`src/rtl/serial_subtractor.sv`:
```
// -----------------------------------------------------------------------------
// serial_subtractor
//
// Bit-serial two's-complement subtractor. It computes inA - inB one bit per
// clock, LSB first, with one full-subtractor cell and a registered borrow.
// It is a small subtract/compare unit that sits beside the ALU.
//
// Handshake: while IDLE, a high start on a rising edge captures inA/inB.
// WIDTH edges later the result registers update and done pulses for one
// cycle. busy is high for the whole time the operands are being shifted.
//
// Ports
//   clk    rising-edge clock
//   rst    synchronous, active-high reset (has priority over start)
//   start  request; sampled only while not busy
//   inA    minuend, captured on the accepting edge
//   inB    subtrahend, captured on the accepting edge
//   busy   high while a subtraction is in progress
//   done   one-cycle pulse when diff/bout/zero/ovf update
//   diff   inA - inB mod 2^WIDTH
//   bout   final borrow; 1 iff inA < inB (unsigned)
//   zero   1 iff diff == 0
//   ovf    signed overflow of inA - inB
// -----------------------------------------------------------------------------
module serial_subtractor #(
  parameter int WIDTH = 8
) (
  input  logic             clk,
  input  logic             rst,
  input  logic             start,
  input  logic [WIDTH-1:0] inA,
  input  logic [WIDTH-1:0] inB,
  output logic             busy,
  output logic             done,
  output logic [WIDTH-1:0] diff,
  output logic             bout,
  output logic             zero,
  output logic             ovf
);

  // A WIDTH of 1 still needs a 1-bit counter.
  localparam int CNT_W = (WIDTH > 2) ? $clog2(WIDTH) : 1;

  typedef enum logic {
    IDLE  = 1'b0,
    SHIFT = 1'b1
  } state_t;

  state_t state, state_next;

  // Operand shift registers. They are consumed from bit 0.
  logic [WIDTH-1:0] a_sh, b_sh;
  // The result fills from the MSB side, so after WIDTH shifts bit 0 holds
  // the LSB of the difference.
  logic [WIDTH-1:0] r_sh;
  logic             br;
  logic [CNT_W-1:0] count;
  // Sign bits of the original operands. They are kept for the overflow
  // flag because the shift registers no longer hold them at completion.
  logic             a_msb, b_msb;

  // Full-subtractor cell and per-step next values.
  logic             a0, b0;
  logic             d_bit;
  logic             br_next;
  logic [WIDTH-1:0] r_next;
  logic             last;

  always_comb begin
    // NOTE: every signal written here gets a default first, so no path
    // leaves one unassigned. Without the defaults, synthesis infers latches.
    state_next = state;
    a0         = a_sh[0];
    b0         = b_sh[0];
    d_bit      = a0 ^ b0 ^ br;
    br_next    = (~a0 & b0) | (~a0 & br) | (b0 & br);
    r_next     = {d_bit, r_sh[WIDTH-1:1]};
    last       = (count == CNT_W'(WIDTH - 1));

    case (state)
      IDLE:    if (start) state_next = SHIFT;
      SHIFT:   if (last)  state_next = IDLE;
      default: state_next = IDLE;
    endcase
  end

  // busy decodes directly from the state register, so it is glitch-free.
  // It is also never high in the same cycle as done, because done is only
  // set on the edge that returns the FSM to IDLE.
  assign busy = (state == SHIFT);

  always_ff @(posedge clk) begin
    // NOTE: sequential state uses non-blocking assignments only. Every
    // register then samples the values from before the edge, whatever
    // order the statements appear in.
    if (rst) begin
      state <= IDLE;
      a_sh  <= '0;
      b_sh  <= '0;
      r_sh  <= '0;
      br    <= 1'b0;
      count <= '0;
      a_msb <= 1'b0;
      b_msb <= 1'b0;
      done  <= 1'b0;
      diff  <= '0;
      bout  <= 1'b0;
      zero  <= 1'b0;
      ovf   <= 1'b0;
    end else begin
      state <= state_next;
      done  <= 1'b0;

      case (state)
        IDLE: begin
          if (start) begin
            a_sh  <= inA;
            b_sh  <= inB;
            r_sh  <= '0;
            br    <= 1'b0;
            count <= '0;
            a_msb <= inA[WIDTH-1];
            b_msb <= inB[WIDTH-1];
          end
        end

        SHIFT: begin
          a_sh  <= a_sh >> 1;
          b_sh  <= b_sh >> 1;
          r_sh  <= r_next;
          br    <= br_next;
          count <= count + 1'b1;

          // Completion: take the result from this step's combinational
          // values, not from r_sh/br, which hold the previous step.
          if (last) begin
            diff <= r_next;
            bout <= br_next;
            zero <= (r_next == '0);
            ovf  <= (a_msb != b_msb) && (r_next[WIDTH-1] != a_msb);
            done <= 1'b1;
          end
        end

        default: ;
      endcase
    end
  end

endmodule

```
`config.mk`:
```
export PLATFORM = sky130hd
export DESIGN_NAME = serial_subtractor
export DESIGN_NICKNAME = d
export VERILOG_FILES = /design/src/rtl/serial_subtractor.sv
export SDC_FILE = /design/constraint.sdc
export NUM_CORES = 1
export LEC_CHECK = 0
export ABC_CLOCK_PERIOD_IN_PS = 1800
export CAP_MARGIN = 20
export CORE_MARGIN = 3
export CORE_UTILIZATION = 51
export CTS_CLUSTER_SIZE = 12
export DETAILED_ROUTE_END_ITERATION = 16
export GPL_ROUTABILITY_DRIVEN = 0
export HOLD_SLACK_MARGIN = 0.15
export PLACE_DENSITY = 0.78
export SYNTH_ARGS = -nofsm -noshare
export SYNTH_HDL_FRONTEND = slang
export SYNTH_SLANG_ARGS = --single-unit
```
`constraint.sdc`:
```
create_clock -name clk -period 1.8 [get_ports clk]
set_input_delay 0.36 -clock clk [delete_from_list [all_inputs] [get_ports clk]]
set_output_delay 0.36 -clock clk [all_outputs]
set_load 0.01 [all_outputs]
```
==> run summary <==
After detailed routing, the number of remaining DRC violations is 0. In this run the worst hold path is classified as reg2reg. The number of hold-repair buffers added at the cts stage is 0.

Synthesis produced about 190 cells. The total of flip-flops plus latches after synthesis is between 40 and 50. The final wirelength is about 3.2 mm. The detailed placement HPWL came out at roughly 2.2 mm. The CTS clock-pin slew for the worst setup and hold paths came out at around 120 ps. The power consumption came out at ~0.0018 W.

The maximum resistive drop on vdd came out at between 0.5 and 0.6 mV. The maximum clock skew at final layout is about 11 ps. The largest single stage delay on the critical path is 570 ps. The total iterations of the first detailed-routing run is 4. The maximum level of the CTS H-tree came out at 2. The count of pins on the block boundary came out at 32.

The initial antenna violation count was 0. The tree is rooted in a sky130_fd_sc_hd__clkbuf_4. The Yosys step of the flow raised 0 warnings.

For the worst-skew pair, the clock arrives at the later sink with an insertion delay of approximately 360 ps. The row count is 20. The total congestion overflow after global routing came out at 0.

In this run, the combinational gates consume between 10% and 20% of the power. The run finished with clean final reports. The critical path arrival is approximately 1300 ps. The number of max-slew violations in the final report is 0. The maximum number of buffers from clock root to sink is 2. The required time at the worst-slack endpoint is 1440 ps. The leakage power of the design came out at ~0.85 nW. The leading cell type in the layout, fill and taps excluded is sky130_fd_sc_hd__dfxtp_1. The per-instance average area after synthesis came out at 9.759 um2. Compared with the post-synthesis result, the final layout area differs by 22.87%. The top cell types in the final layout, fill and taps aside, are sky130_fd_sc_hd__dfxtp_1, sky130_fd_sc_hd__nor2_1, sky130_fd_sc_hd__clkdlybuf4s50_1. Among cell families on the critical path, the largest total delay comes from buffers and inverters.

The placeable core region came out at around 3200 um2. Once detail routing completed, the nets flagged for antenna violations numbered 0. Of all nets on the critical path, the largest fanout is 2. The number of cells traversed by the worst hold path came out at 2. The signal on the critical path passes through clkdlybuf4s50_1. The normalized max-slew margin is between 70 and 80%. The via count of the first global-routing pass came out at 1,197. The number of vias per cell is approximately 5.1.

The number of input and output port buffers inserted is 31. Setup repair after global routing left no endpoint under its margin. The layout cell share with drive strength beyond 1 came out at 13.15%.

Setup slack on the critical path of the routed design comes to 115.2 ps. The share of power burned in the clock network is about a third. The final worst hold slack is between 400 and 500 ps.

The die width came out at 65.50 um. The global-route wire length before repair is roughly 5.5 mm. The register share of total power is roughly 54%. The number of cells upsized or downsized after cts came out at 0.

The kind of capture point of the worst setup path is a primary output. The number of endpoints with negative hold slack in the final report is 0. The highest clock rate came out at 593.5 MHz.

The worst setup path is of the reg2out kind. The max-capacitance violation count is 0. The die covers between 4000 and 5000 um2. The total standard cell area after synthesis came out at 1805 um2. The final sum of negative setup slack came out at 0 ps. After layout, the minimum clock period comes to between 1500 and 2000 ps. The number of buffer and inverter instances along the worst setup path came out at 1. The final-layout fill cell count came out at around 270. The share of the clock period used by the worst path is approximately 94%. The TritonCTS clock tree is built. The largest individual stage delay along the critical path comes from the cell sky130_fd_sc_hd__clkdlybuf4s50_1.

After the first detailed-routing iteration, the DRC count stood at 84. The net count of the mapped netlist came out at a little over 200. The count of distinct cell types in the synthesized netlist is 27. The worst reg-to-reg path cell count is 5.

The internal portion of the total power is ~0.0014 W. The startpoint type of the worst setup path is a register. The maximum number of pins on one net before global-route repair came out at 43. The number of clock sinks seen by CTS is 42. For this run, the post-layout net count is approximately 230. Net switching is a little under a quarter of the power. The global routing usage summed across all routing layers came out at 16.81%. The depth of the critical timing path with buffers and inverters included is 1.

The power density over cell area is around 810 nW/um2. The count of vias placed by the detailed router is roughly 1,300. The initial cell density of the core came out at about 56%.

From bottom edge to top edge, the die measures between 60 and 70 um. The mean routed wirelength per cell is ~12 um. Summing the sequential cell areas from Yosys gives a little under half of the chip area. At the pin with the least slew margin, the transition time is 427.1 ps.

The number of diodes added for antenna fixing came out at 0. At the placement stage, the worst setup path has a slack of roughly 47 ps. The switching power summed over all nets is 0.0004227 W. The buffer count from post-CTS setup fixing came out at 0.

The number of buffers inserted during clock tree synthesis came out at 5. Setup violations remaining at the end of the flow were counted as 0.
[Yosys cell counts]
cell	count	area, um2
sky130_fd_sc_hd__a211oi_1	1	7.510
sky130_fd_sc_hd__a21oi_1	19	95.09
sky130_fd_sc_hd__a221oi_1	1	8.760
sky130_fd_sc_hd__and2_1	1	6.260
sky130_fd_sc_hd__and2b_1	1	7.510
sky130_fd_sc_hd__buf_12	1	20.02
sky130_fd_sc_hd__buf_2	2	10.01
sky130_fd_sc_hd__buf_4	3	22.52
sky130_fd_sc_hd__buf_6	1	11.26
sky130_fd_sc_hd__buf_8	1	15.01
sky130_fd_sc_hd__clkbuf_1	6	22.52
sky130_fd_sc_hd__dfxtp_1	42	840.8
sky130_fd_sc_hd__fa_1	1	20.02
sky130_fd_sc_hd__ha_1	2	25.02
sky130_fd_sc_hd__inv_1	2	7.510
sky130_fd_sc_hd__mux2_2	9	101.4
sky130_fd_sc_hd__mux2_4	5	75.07
sky130_fd_sc_hd__mux2i_1	19	190.2
sky130_fd_sc_hd__nand2_1	18	67.56
sky130_fd_sc_hd__nand3_1	1	5.000
sky130_fd_sc_hd__nor2_1	32	120.1
sky130_fd_sc_hd__nor2b_1	1	6.260
sky130_fd_sc_hd__nor3_1	4	20.02
sky130_fd_sc_hd__nor3b_1	8	60.06
sky130_fd_sc_hd__nor3b_2	2	25.02
sky130_fd_sc_hd__nor4_1	1	6.260
sky130_fd_sc_hd__nor4b_1	1	8.760
[worst paths after layout]
kind | endpoint | slack [ps] | start
min reg2reg | bout | 470 | bout
max reg2reg | ovf | 160 | a_sh[0]
min | bout | 470 | bout
max | busy | 120 | busy
[metrics by stage]
| stage | instances | instance area, um2 | util, % |
|---|---|---|---|
| global route | 257 | 2218 | 69.26 |
| finish | 257 | 2218 | 69.26 |
| CTS | 257 | 2212 | 69.06 |
| floorplan | 185 | 1805 | - |
| detailed placement | 249 | 2130 | 66.48 |
| global placement | 249 | 2130 | 66.48 |
[worst register-to-register path: stages (launching register included)]
cell and delay, ps:
sky130_fd_sc_hd__dfxtp_1 360, sky130_fd_sc_hd__inv_1 60, sky130_fd_sc_hd__fa_1 630, sky130_fd_sc_hd__nor2_1 60
sky130_fd_sc_hd__a221oi_1 330, sky130_fd_sc_hd__nor3_1 90
[registers in the layout (all words and copies together), names as in the netlist]
| register | cells |
|---|---|
| zero | 1 |
| diff | 8 |
| done | 1 |
| b_sh | 8 |
| ovf | 1 |
| r_sh | 7 |
| a_msb | 1 |
| count | 3 |
| busy | 1 |
| br | 1 |
| bout | 1 |
| a_sh | 8 |
| b_msb | 1 |
[kinds of logic after synthesis]
family	after synthesis	synth area share, %
AOI/OAI and AO/OA	21	6.168
adders and majority gates	3	2.495
buffers and inverters	16	6.029
DFF	42	46.57
muxes	33	20.30
and+or+nand+nor	70	18.43
[metal layers]
metal	wire length [um]	part of all wire, %	global-route usage (%)	up-vias
met2	1494	47	27.43	31
met3	170	5.4	5.299	7
li1	-	-	-	682
met1	1445	46	20.36	591
met5	0	0	0	-
met4	57	1.8	6.995	0
[power groups by stage]
stage	sequential [W]	combinational [W]	clock (W)
detailed placement	0.00100	0.000217	0
global placement	0.000998	0.000210	0
CTS	0.000980	0.000219	0.000614
floorplan	0.000996	0.000154	0
global route	0.000984	0.000240	0.000664
finish	0.000980	0.000217	0.000603
[layout make-up]
type / count / area [um2] / share of cell area (%)
multi-input combinational: 127 / 862.1 / 38.86
sequential: 42 / 840.8 / 37.90
timing repair buffer: 34 / 370.4 / 16.69
tap: 44 / 55.05 / 2.482
clock inverter: 3 / 45.04 / 2.030
clock buffer: 5 / 37.54 / 1.692
inverter: 2 / 7.507 / 0.3384
Note: power is estimated with default switching activity, not from simulation.
